[src/rtl/beacon_spi_pkg.sv]
`default_nettype none
// ============================================================================
//  Package   : beacon_spi_pkg
//  Purpose   : Shared constants and helpers for the beacon SPI frame packer.
//  Revision  : 1.0  initial release
// ============================================================================
package beacon_spi_pkg;

  // First byte of every frame, lets the master resynchronise on a byte stream
  localparam logic [7:0] FRAME_HEADER = 8'hA5;

  // Bit of the status byte set on the first frame after a snapshot swap
  localparam int STATUS_FRESH_BIT = 7;

  // Header + status + four coordinate bytes per beacon + checksum
  function automatic int frame_len(input int n);
    return 3 + 4 * n;
  endfunction

endpackage
`default_nettype wire

[src/rtl/sync_edge_detect.sv]
`default_nettype none
// ============================================================================
//  Module    : sync_edge_detect
//  Purpose   : Two-flop synchroniser for an asynchronous level, plus a
//              one-cycle pulse on its synchronised rising edge.
//  Revision  : 1.0  initial release
// ============================================================================
module sync_edge_detect #(
  parameter logic RESET_LEVEL = 1'b1
) (
  input  logic clk,
  input  logic reset_n,
  input  logic async_in,
  output logic rise_pulse
);

  logic meta_q, meta_d;
  logic sync_q, sync_d;
  logic prev_q, prev_d;

  // Shift the raw input through the synchroniser and keep one delayed copy
  always_comb begin
    meta_d = async_in;
    sync_d = meta_q;
    prev_d = sync_q;
  end

  // Reset to the idle level so no spurious edge appears when reset releases
  always_ff @(posedge clk) begin
    if (!reset_n) begin
      meta_q <= RESET_LEVEL;
      sync_q <= RESET_LEVEL;
      prev_q <= RESET_LEVEL;
    end else begin
      meta_q <= meta_d;
      sync_q <= sync_d;
      prev_q <= prev_d;
    end
  end

  assign rise_pulse = sync_q & ~prev_q;

endmodule
`default_nettype wire

[src/rtl/beacon_frame_packer.sv]
`default_nettype none
// ============================================================================
//  Module    : beacon_frame_packer
//  Purpose   : Packs double-buffered beacon detections into a checksummed
//              byte frame and feeds it, one byte per SPI byte, to the slave.
//  Revision  : 1.0  initial release
// ============================================================================
module beacon_frame_packer
  import beacon_spi_pkg::*;
#(
  parameter int NUM_BEACONS = 3,
  parameter int COORD_W     = 11
) (
  input  logic                           clk,
  input  logic                           reset_n,
  input  logic                           beacon_valid,
  input  logic [NUM_BEACONS-1:0]         beacon_mask,
  input  logic [NUM_BEACONS*COORD_W-1:0] beacon_xmin,
  input  logic [NUM_BEACONS*COORD_W-1:0] beacon_xmax,
  input  logic                           spi_sent,
  input  logic                           spi_ss_n,
  output logic [7:0]                     byte_out,
  output logic                           frame_done,
  output logic                           overrun
);

  localparam int               FRAME_LEN = frame_len(NUM_BEACONS);
  localparam int               IDX_W     = $clog2(FRAME_LEN);
  localparam int               XW        = NUM_BEACONS * COORD_W;
  localparam logic [IDX_W-1:0] LAST_IDX  = IDX_W'(FRAME_LEN - 1);

  logic                   sent_q, sent_d;
  logic [IDX_W-1:0]       idx_q, idx_d;
  logic [7:0]             chk_q, chk_d;
  logic [7:0]             byte_out_q, byte_d;
  logic                   frame_done_q, frame_done_d;
  logic                   overrun_q, overrun_d;
  logic                   fresh_q, fresh_d;
  logic                   pending_flag_q, pending_flag_d;
  logic [NUM_BEACONS-1:0] pending_mask_q, pending_mask_d;
  logic [XW-1:0]          pending_xmin_q, pending_xmin_d;
  logic [XW-1:0]          pending_xmax_q, pending_xmax_d;
  logic [NUM_BEACONS-1:0] active_mask_q, active_mask_d;
  logic [XW-1:0]          active_xmin_q, active_xmin_d;
  logic [XW-1:0]          active_xmax_q, active_xmax_d;

  logic       ss_rise_w;
  logic       adv_w;
  logic       at_last_w;
  logic       wrap_w;
  logic [7:0] status_w;
  logic [15:0] xmin16_w;
  logic [15:0] xmax16_w;

  // SS is asynchronous to clk; its rising edge means the master aborted/ended
  sync_edge_detect #(
    .RESET_LEVEL (1'b1)
  ) u_ss_sync (
    .clk        (clk),
    .reset_n    (reset_n),
    .async_in   (spi_ss_n),
    .rise_pulse (ss_rise_w)
  );

  // Frame sequencing, snapshot double-buffering and running checksum
  always_comb begin
    sent_d         = spi_sent;
    idx_d          = idx_q;
    chk_d          = chk_q;
    fresh_d        = fresh_q;
    pending_flag_d = pending_flag_q;
    pending_mask_d = pending_mask_q;
    pending_xmin_d = pending_xmin_q;
    pending_xmax_d = pending_xmax_q;
    active_mask_d  = active_mask_q;
    active_xmin_d  = active_xmin_q;
    active_xmax_d  = active_xmax_q;

    adv_w     = spi_sent & ~sent_q;
    at_last_w = (idx_q == LAST_IDX);
    wrap_w    = adv_w & ~ss_rise_w & at_last_w;

    if (ss_rise_w) begin
      // Transaction ended mid-frame: restart the same snapshot from the header
      idx_d = '0;
      chk_d = '0;
    end else if (adv_w) begin
      if (at_last_w) begin
        idx_d = '0;
        chk_d = '0;
        if (pending_flag_q) begin
          active_mask_d  = pending_mask_q;
          active_xmin_d  = pending_xmin_q;
          active_xmax_d  = pending_xmax_q;
          fresh_d        = 1'b1;
          pending_flag_d = 1'b0;
        end else begin
          fresh_d = 1'b0;
        end
      end else begin
        idx_d = idx_q + IDX_W'(1);
        // byte_out_q is the byte just consumed by the slave
        chk_d = chk_q ^ byte_out_q;
      end
    end

    // New data lands after any swap, so a coincident wrap promotes the old pending
    overrun_d = beacon_valid & pending_flag_q & ~wrap_w;
    if (beacon_valid) begin
      pending_mask_d = beacon_mask;
      pending_xmin_d = beacon_xmin;
      pending_xmax_d = beacon_xmax;
      pending_flag_d = 1'b1;
    end

    frame_done_d = wrap_w;
  end

  // Byte for the index being entered, so byte_out is valid right after an advance
  always_comb begin
    status_w                        = 8'h00;
    status_w[STATUS_FRESH_BIT]      = fresh_d;
    status_w[NUM_BEACONS-1:0]       = active_mask_d;
    xmin16_w                        = '0;
    xmax16_w                        = '0;
    byte_d                          = FRAME_HEADER;
    if (idx_d == IDX_W'(1)) begin
      byte_d = status_w;
    end
    if (idx_d == LAST_IDX) begin
      byte_d = chk_d;
    end
    for (int i = 0; i < NUM_BEACONS; i++) begin
      xmin16_w = 16'(active_xmin_d[i*COORD_W +: COORD_W]);
      xmax16_w = 16'(active_xmax_d[i*COORD_W +: COORD_W]);
      if (idx_d == IDX_W'(2 + 4*i)) byte_d = xmin16_w[15:8];
      if (idx_d == IDX_W'(3 + 4*i)) byte_d = xmin16_w[7:0];
      if (idx_d == IDX_W'(4 + 4*i)) byte_d = xmax16_w[15:8];
      if (idx_d == IDX_W'(5 + 4*i)) byte_d = xmax16_w[7:0];
    end
  end

  // State registers
  always_ff @(posedge clk) begin
    if (!reset_n) begin
      sent_q         <= 1'b0;
      idx_q          <= '0;
      chk_q          <= '0;
      byte_out_q     <= FRAME_HEADER;
      frame_done_q   <= 1'b0;
      overrun_q      <= 1'b0;
      fresh_q        <= 1'b0;
      pending_flag_q <= 1'b0;
      pending_mask_q <= '0;
      pending_xmin_q <= '0;
      pending_xmax_q <= '0;
      active_mask_q  <= '0;
      active_xmin_q  <= '0;
      active_xmax_q  <= '0;
    end else begin
      sent_q         <= sent_d;
      idx_q          <= idx_d;
      chk_q          <= chk_d;
      byte_out_q     <= byte_d;
      frame_done_q   <= frame_done_d;
      overrun_q      <= overrun_d;
      fresh_q        <= fresh_d;
      pending_flag_q <= pending_flag_d;
      pending_mask_q <= pending_mask_d;
      pending_xmin_q <= pending_xmin_d;
      pending_xmax_q <= pending_xmax_d;
      active_mask_q  <= active_mask_d;
      active_xmin_q  <= active_xmin_d;
      active_xmax_q  <= active_xmax_d;
    end
  end

  assign byte_out   = byte_out_q;
  assign frame_done = frame_done_q;
  assign overrun    = overrun_q;

endmodule
`default_nettype wire
[config.mk]
export PLATFORM = sky130hd
export DESIGN_NAME = beacon_frame_packer
export DESIGN_NICKNAME = d
export VERILOG_FILES = /design/src/rtl/beacon_spi_pkg.sv /design/src/rtl/sync_edge_detect.sv /design/src/rtl/beacon_frame_packer.sv
export SDC_FILE = /design/constraint.sdc
export NUM_CORES = 1
export LEC_CHECK = 0
export CORE_MARGIN = 4
export CORE_UTILIZATION = 54
export CTS_CLUSTER_SIZE = 8
export DETAILED_ROUTE_END_ITERATION = 10
export PLACE_DENSITY_LB_ADDON = 0.25
export SLEW_MARGIN = 5
export SYNTH_ARGS = -nofsm -noshare
export SYNTH_HDL_FRONTEND = slang
export SYNTH_SLANG_ARGS = --single-unit
[constraint.sdc]
create_clock -name clk -period 6.1 [get_ports clk]
set_clock_uncertainty 0.05 [all_clocks]
set_input_delay 0.61 -clock clk [delete_from_list [all_inputs] [get_ports clk]]
set_output_delay 0.61 -clock clk [all_outputs]
set_load 0.01 [all_outputs]
==> impl_metrics.tcl, run 1 <==
set metrics [dict create \
    status "complete, no violations" \
    synth.distinct_cells 58 \
    cts.clk_slew.worst_paths_ns 0.06 \
    cp_data_required_time_ns 6.37 \
    p_leak_nw 3.52 \
    grt_pass1_wl_mm 27.9 \
    synth_edf_count 0 \
    whs_ns 0.366 \
    clk_path_buf_depth 2 \
    clockPowerShare_pct 41.9 \
    setup_viol 0 \
    cts_sinks 166 \
    routed_wirelength_mm 17.2 \
    rsz0062_at_grt "no" \
    final_cell_area_um2 8070 \
    cts_tree "yes" \
    grt-ovfl-total 0 \
    drt-vias-per-instance 5.52 \
    numCtsBuffers 17 \
    ctsResizeCount 0 \
    period_share_pct 56.9 \
    tns_ns 0 \
    cp_max_fo 43 \
    cts-root-buf "clkbuf_16" \
    nFillCells 973 \
    crit_buf_inv 2 \
    clkLatencyLatePin_ns 0.43 \
    end_kind "flip-flop" \
    p_sw_w 0.000545 \
    worstSetupPathType "input port to flip-flop" \
    drtIter0Drc 386 \
    drt-wirelength-per-cell_um 18.0 \
    antenna_found_initial 0 \
    dr.pass1.iters 5 \
    vias 5276 \
    max_freq_ghz 0.288 \
    synthCells 716 \
    finalMaxSlewViolations 0 \
    switching_share_pct 23.3 \
    hold_viol 0 \
    row_count 40 \
    postCtsSetupBuffers 0 \
    yosysWarnings 0 \
    die_height_um 119 \
    syn_area_um2 6690 \
    combPwrFrac_pct 8.7 \
    fp.coreArea_um2 12100 \
    ant_nets 0 \
    fin_nets 850 \
    min-delay-path-class "flip-flop to flip-flop" \
    initial_core_util_pct 55.4 \
    avgSynthCellArea_um2 9.34 \
    hp-start "u_ss_sync.meta_q" \
    die_x_um 119 \
    crit_slowest_cell "clkdlybuf4s50_1" \
    grt_max_degree 58 \
    place_congestion 0.909 \
    seqCellArea_um2 3320 \
    cp-start-kind "input port" \
    synth_seq_cells 166 \
    period_minus_slack_ns 3.47 \
    dpl.hpwl_mm 12.6 \
    syn2layout_area_growth_pct 20.7 \
    ys_dominant_reg_cell "dfxtp_1" \
    multi_input_area_um2 3130 \
    die_area_um2 14200 \
    drc 0 \
    worstPathCellList "clkdlybuf4s50_1 > and2b_4 > nand4_4 > buf_4 > mux2i_1 > nor2_1 > a21oi_1 > o21ai_0 > a311o_1" \
    async_reset_ff_share_pct 0 \
    ioPinCount 84 \
    p_int_w 0.00179 \
    drive_gt1_share_pct 6.09 \
    r2r_start "idx_q[1]" \
    tightest_slew_ns 1.15 \
    portBuffers 83 \
    setup.worst_path.start "spi_sent" \
    antenna_cells 0 \
    yosysSeqAreaShare_pct 49.7 \
    power_density_nw_per_um2 289 \
    grt_pass1_vias 5271 \
    crit_path_max_incr_delay_ns 0.67 \
    slew_headroom_pct 22.6 \
    grt_usage_pct 25.1 \
    crit_family "buffers and inverters" \
    cp.arrival_ns 3.73 \
    max-cap-violations 0 \
    postCtsHoldBufs 0 \
    vdd_drop_max_mv 0.220 \
    synth_nets 790 \
    htreeDepth 4 \
    seq_power_share_pct 49.4 \
    placed_area_um2 7530 \
]
==> metrics by stage <==
step / power [W] / util, % / std cells / setup slack, ns
finish: 0.00234 / 66.9 / 956 / 2.63
global route: 0.00241 / 66.9 / 956 / 2.45
CTS: 0.00234 / 66.9 / 956 / 2.66
detailed placement: 0.00138 / 62.5 / 925 / 2.22
global placement: 0.00138 / 62.5 / 925 / 2.29
floorplan: 0.00128 / - / 716 / 3.76
==> layer usage <==
| metal | up-vias | track usage (%) | part of all wire, % |
|---|---|---|---|
| met2 | 141 | 39.5 | 46 |
| met5 | - | 0 | 0 |
| met3 | 32 | 5.41 | 5.1 |
| met4 | 0 | 9.99 | 2.4 |
| met1 | 2521 | 33.6 | 46 |
| li1 | 2582 | - | - |
==> cell families (layout without fill, tap and decap cells) <==
kind of cell              Yosys count  count (layout)  synth area share (%)
buffers and inverters              49             121                  3.65
muxes                             116             116                  17.4
DFF                               166             166                  49.7
AOI/OAI and AO/OA                  98              98                  9.10
and+or+nand+nor                   275             275                  18.5
xor gates and xnor gates           12              12                  1.68
==> power groups by stage <==
stage                     Clock, W  Sequential, W  Combinational, W
final                     0.000979        0.00115          0.000203
after global routing       0.00104        0.00116          0.000221
after CTS                 0.000988        0.00115          0.000203
after detailed placement         0        0.00118          0.000203
after global placement           0        0.00118          0.000199
after floorplan                  0        0.00116          0.000122
==> cell usage in the layout (no fill, tap or decap), types with 5 or more instances in the layout <==
master / instances
a21oi_1: 39
a31oi_1: 7
buf_4: 6
clkbuf_16: 17
clkdlybuf4s50_1: 82
clkinv_2: 6
dfxtp_1: 166
mux2i_1: 114
nand2_1: 70
nand2b_1: 8
nand3_1: 11
nand4_1: 5
nor2_1: 142
nor3_1: 7
o21ai_0: 13
o22ai_1: 15
xor2_1: 10
==> path summary, 6_finish.rpt <==
path	endpoint	slack, ns	depth (start not counted)
max	byte_out[5]	2.63	9
min	u_ss_sync.prev_d	0.37	1
max reg2reg	byte_out[5]	2.65	8
min reg2reg	u_ss_sync.prev_d	0.37	1
==> sequential cells by signal, summed over array words and instances (netlist names), 3 cells and up <==
name and flops:
active_xmax_q 33, pending_xmin_q 33, chk_q 8, active_mask_q 3
pending_mask_q 3, byte_out 8, active_xmin_q 33, pending_xmax_q 33
idx_q 4
==> cell usage after synthesis, types with 8 or more instances <==
library cell | count | area (um2)
a21oi_1 | 39 | 195
buf_2 | 9 | 45.0
clkbuf_1 | 26 | 97.6
dfxtp_1 | 166 | 3320
mux2i_1 | 114 | 1140
nand2_1 | 70 | 263
nand2b_1 | 8 | 50.1
nand3_1 | 11 | 55.1
nor2_1 | 142 | 533
o21ai_0 | 13 | 65.1
o22ai_1 | 15 | 93.8
xor2_1 | 10 | 87.6
==> final cells by class <==
cell class | instances | area share [%]
clock buffer | 22 | 5.63
clock inverter | 9 | 0.992
inverter | 2 | 0.109
multi-input combinational | 501 | 38.8
sequential | 166 | 41.2
tap | 168 | 2.61
timing repair buffer | 88 | 10.7
(Power assumes the default switching activity.)
==> run 2, diff against run 1 <==
Settings changed: CORE_UTILIZATION 54 to 50.
Clock period 6.1 ns to 3.1 ns, I/O delays scaled along.
==> impl_metrics.tcl, run 2 (synthesis gave the netlist of run 1 again) <==
set metrics [dict create \
    clkLatencyLatePin_ns 0.42 \
    end_kind "flip-flop" \
    hold_path_depth 1 \
    r2r_start "idx_q[0]" \
    post-route-util_pct 64.7 \
    final_common_cell "dfxtp_1" \
    hp-start "u_ss_sync.meta_q" \
    crit_family "simple AND/OR/NAND/NOR gates" \
    htreeDepth 4 \
    antenna_cells 0 \
    status "complete, no violations" \
    clk_path_buf_depth 2 \
    die_area_um2 15300 \
    cts_tree "yes" \
    whs_endpoint "u_ss_sync.prev_d" \
    worstReg2RegEnd "byte_out[1]" \
    use_met1_pct 36.3 \
    setup_viol 0 \
    cp.arrival_ns 2.86 \
    dpl.hpwl_mm 13.9 \
    dr.pass1.iters 6 \
    worstSetupPathType "flip-flop to flip-flop" \
    fin_ws_ns 0.529 \
    drt-wirelength-per-cell_um 19.4 \
    crit_slowest_cell "dfxtp_1" \
    antenna_found_initial 0 \
    row_count 41 \
    grt-ovfl-total 0 \
    ant_nets 0 \
    tightest_slew_ns 0.724 \
    ioPinCount 84 \
    max_freq_ghz 0.389 \
    p_leak_nw 3.65 \
    crit_buf_inv 1 \
    max-cap-violations 0 \
    initial_core_util_pct 51.9 \
    worstPathCellList "and4b_1 > nand4_4 > buf_4 > nand2_1 > o21ai_0 > o2bb2ai_1 > or3_1 > a211oi_1" \
    finalMaxSlewViolations 0 \
    rsz0062_at_grt "no" \
    rr_worst_depth 8 \
    cp_data_required_time_ns 3.39 \
    drc 0 \
    period_share_pct 82.9 \
    place_congestion 0.920 \
    crit_path_max_incr_delay_ns 0.63 \
    grt-busiest-layer "met2" \
    drt-vias-per-instance 5.54 \
    placed_area_um2 7730 \
    hold_viol 0 \
    fin_nets 869 \
    cp_max_fo 19 \
    setup.worst_path.start "idx_q[0]" \
    die_height_um 124 \
    cp-start-kind "flip-flop" \
    fp.coreArea_um2 12900 \
    numCtsBuffers 17 \
    cts-root-buf "clkbuf_16" \
    final_cell_area_um2 8330 \
    final_cell_mix "dfxtp_1 (166), nor2_1 (142), mux2i_1 (114)" \
    cts.clk_slew.worst_paths_ns 0.06 \
    tns_ns 0 \
    grt_util_met2_pct 39.7 \
    portBuffers 83 \
    dp_slack_ns 0.208 \
    period_minus_slack_ns 2.57 \
    drive_gt1_share_pct 8.45 \
    drtIter0Drc 438 \
    syn2layout_area_growth_pct 24.5 \
    grt_usage_pct 25.9 \
    postCtsHoldBufs 0 \
    grt_pass1_vias 5313 \
    cts_sinks 166 \
    min-delay-path-class "flip-flop to flip-flop" \
    grt_max_degree 55 \
    gr-usage-met3_pct 5.18 \
    vias 5408 \
    r2r_slack_ns 0.53 \
    vdd_drop_max_mv 0.437 \
    power_density_nw_per_um2 581 \
    die_x_um 124 \
    ctsResizeCount 0 \
    slew_headroom_pct 51.6 \
    routed_wirelength_mm 18.9 \
    postCtsSetupBuffers 0 \
    grt_pass1_wl_mm 29.6 \
]
[run 2: where the power goes]
part,internal (W),leakage (nW),switching (W)
logic,0.000217,2.01,0.000210
clock network,0.00129,0.288,0.000851
registers,0.00221,1.35,0.0000611
[run 2: worst max-delay path by stage]
stage                              to  depth (start not counted)  slack (ns)
after floorplan           byte_out[5]                          9        1.05
after global placement    byte_out[1]                          8        0.25
after detailed placement  byte_out[1]                          8        0.21
after CTS                 byte_out[1]                          8        0.55
after global routing      byte_out[5]                          8        0.33
final                     byte_out[1]                          8        0.53
[run 2: through the flow]
stage               total power [W]  std cells  hold WS [ns]
floorplan                   0.00253        716         0.333
global placement            0.00273        948         0.344
detailed placement          0.00274        948         0.374
CTS                         0.00485        977         0.384
global route                0.00499        977         0.397
finish                      0.00483        977         0.390
[run 2: layout make-up]
type                            instances  area, um2
Inverter                                2       10.0
Clock buffer                           19        443
Clock inverter                         10        149
Tap cell                              172        215
Fill cell                            1096       4550
Multi-Input combinational cell        501       3130
Sequential cell                       166       3320
Timing Repair Buffer                  107       1060
[run 2: routing by layer]
layer,up-vias,wire [um]
met2,174,8650
met3,27,962
met4,0,460
met5,-,0
li1,2627,-
met1,2580,8870
[run 2: worst register-to-register path, delay by kind of cell (launching register included)]
family	cells	cell delay, ns
simple gates	4	0.98
compound gates	3	0.48
flops	1	0.63
buf+inv	1	0.34
==> run 3, diff against run 2 <==
Clock period 3.1 ns to 2.3 ns, I/O delays scaled along.
==> impl_metrics.tcl, run 3 (synthesis gave the netlist of run 1 again) <==
set metrics [dict create \
    status "complete, no violations" \
    htreeDepth 4 \
    max-cap-violations 0 \
    vdd_drop_max_mv 0.587 \
    grt_pass1_wl_mm 30.8 \
    hold_viol 0 \
    p_leak_nw 4.00 \
    cts-root-buf "clkbuf_16" \
    end_kind "flip-flop" \
    tightest_slew_ns 0.428 \
    setup.worst_path.start "idx_q[1]" \
    max_freq_ghz 0.453 \
    r2r_slack_ns 0.09 \
    min-delay-path-class "input port to flip-flop" \
    grt_max_degree 68 \
    fin_ws_ns 0.0928 \
    initial_core_util_pct 51.9 \
    crit_path_max_incr_delay_ns 0.34 \
    finalMaxSlewViolations 0 \
    drtIter0Drc 487 \
    antenna_found_initial 0 \
    hp-start "beacon_valid" \
    final_common_cell "dfxtp_1" \
    cp.arrival_ns 2.50 \
    setup_viol 0 \
    fp.coreArea_um2 12900 \
    portBuffers 83 \
    dr.pass1.iters 6 \
    met2_length_mm 9.65 \
    crit_slowest_cell "dfxtp_1" \
    ant_nets 0 \
    cp_max_fo 17 \
    drt-vias-per-instance 5.39 \
    postCtsHoldBufs 0 \
    ioPinCount 84 \
    grt_usage_pct 27.2 \
    antenna_cells 0 \
    worstPathCellList "buf_6 > nand4b_4 > xor2_2 > nor3_2 > buf_4 > nand2_1 > buf_4 > o22ai_1 > a211oi_1 > o221ai_1" \
    cts.clk_slew.worst_paths_ns 0.07 \
    fin_nets 948 \
    die_height_um 124 \
    grt_pass1_vias 5739 \
    total_power_w 0.00648 \
    drt-wirelength-per-cell_um 18.9 \
    clkLatencyLatePin_ns 0.43 \
    critPathMostFrequentCell "buf_4" \
    cts_sinks 166 \
    cp-start-kind "flip-flop" \
    slew_headroom_pct 71.3 \
    drc 0 \
    highest_layer "met4" \
    routed_wirelength_mm 20.1 \
    die_area_um2 15300 \
    place_congestion 0.930 \
    vias 5708 \
    dp_slack_ns -0.344 \
    syn2layout_area_growth_pct 34.4 \
    dpl.hpwl_mm 15.3 \
    rsz0062_at_grt "no" \
    m1WireLength_mm 8.98 \
    placed_area_um2 8320 \
    cts_tree "yes" \
    period_share_pct 96.0 \
    clk_path_buf_depth 2 \
    r2r_start "idx_q[1]" \
    cp_data_required_time_ns 2.59 \
    power_density_nw_per_um2 722 \
    drive_gt1_share_pct 18.4 \
    tns_ns 0 \
    numCtsBuffers 17 \
    die_x_um 124 \
    worstSetupPathType "flip-flop to flip-flop" \
    final_cell_mix "dfxtp_1 (164), nor2_1 (142), mux2i_1 (112)" \
    grt-ovfl-total 0 \
    dr_wl_met3_mm 1.07 \
    final_cell_area_um2 8980 \
    period_minus_slack_ns 2.21 \
    row_count 41 \
]
==> run 3: cell count changes in the layout (fill, tap and decap cells not counted), sizes merged <==
cell / previous run / this run
inv: 5 / 8
clkinv: 3 / 2
clkinvlp: 1 / 4
bufinv: 3 / 1
buf: 25 / 104
==> run 3: timing repair <==
action                                  CTS  global route
gates resized for setup                   5            13
endpoints found under the hold margin     0             0
cloned                                    0             0
pin swaps                                 0             1
endpoints found under the setup margin    3             7
setup buffers                             0             2
==> run 3: worst max-delay path, delay by kind of cell (launching register included) <==
family,cells,cell delay (ns)
flip-flops,1,0.34
AO/OA/AOI/OAI,3,0.43
buffers and inverters,3,0.56
AND/OR/NAND/NOR,3,0.54
XOR/XNOR,1,0.19
==> run 3: cell type report <==
cell class / instances / area (um2)
clock buffers: 19 / 443
inverters: 2 / 10.0
repair buffers: 186 / 1680
well taps: 172 / 215
clock inverters: 13 / 139
multi-input cells: 501 / 3170
flip-flops and latches: 166 / 3330
fillers: 1022 / 3890
==> run 3: power by group <==
group / internal [W] / total, W / switching, W
Sequential: 0.00297 / 0.00304 / 0.0000670
Combinational: 0.000340 / 0.000644 / 0.000304
Clock: 0.00155 / 0.00280 / 0.00124
Total: 0.00487 / 0.00648 / 0.00161
==> run 3: per-stage QoR <==
step | hold WS, ns | utilization [%] | instances
after floorplan | 0.253 | - | 716
after global placement | 0.339 | 64.6 | 1025
after detailed placement | 0.342 | 64.6 | 1025
after CTS | 0.238 | 69.3 | 1057
after global routing | 0.259 | 69.8 | 1059
final | 0.253 | 69.8 | 1059
==> run 3: path summary, 6_finish.rpt <==
path / depth (start not counted) / end
hold / removal: 3 / pending_xmax_q[13]
setup reg to reg: 10 / byte_out[7]
hold reg to reg: 1 / u_ss_sync.prev_d
setup / recovery: 10 / byte_out[7]
==> run 3: layer usage <==
metal,up-vias,global-route usage [%]
met3,23,5.77
li1,2779,-
met4,0,8.03
met5,-,0
met1,2754,35.7
met2,152,45.2
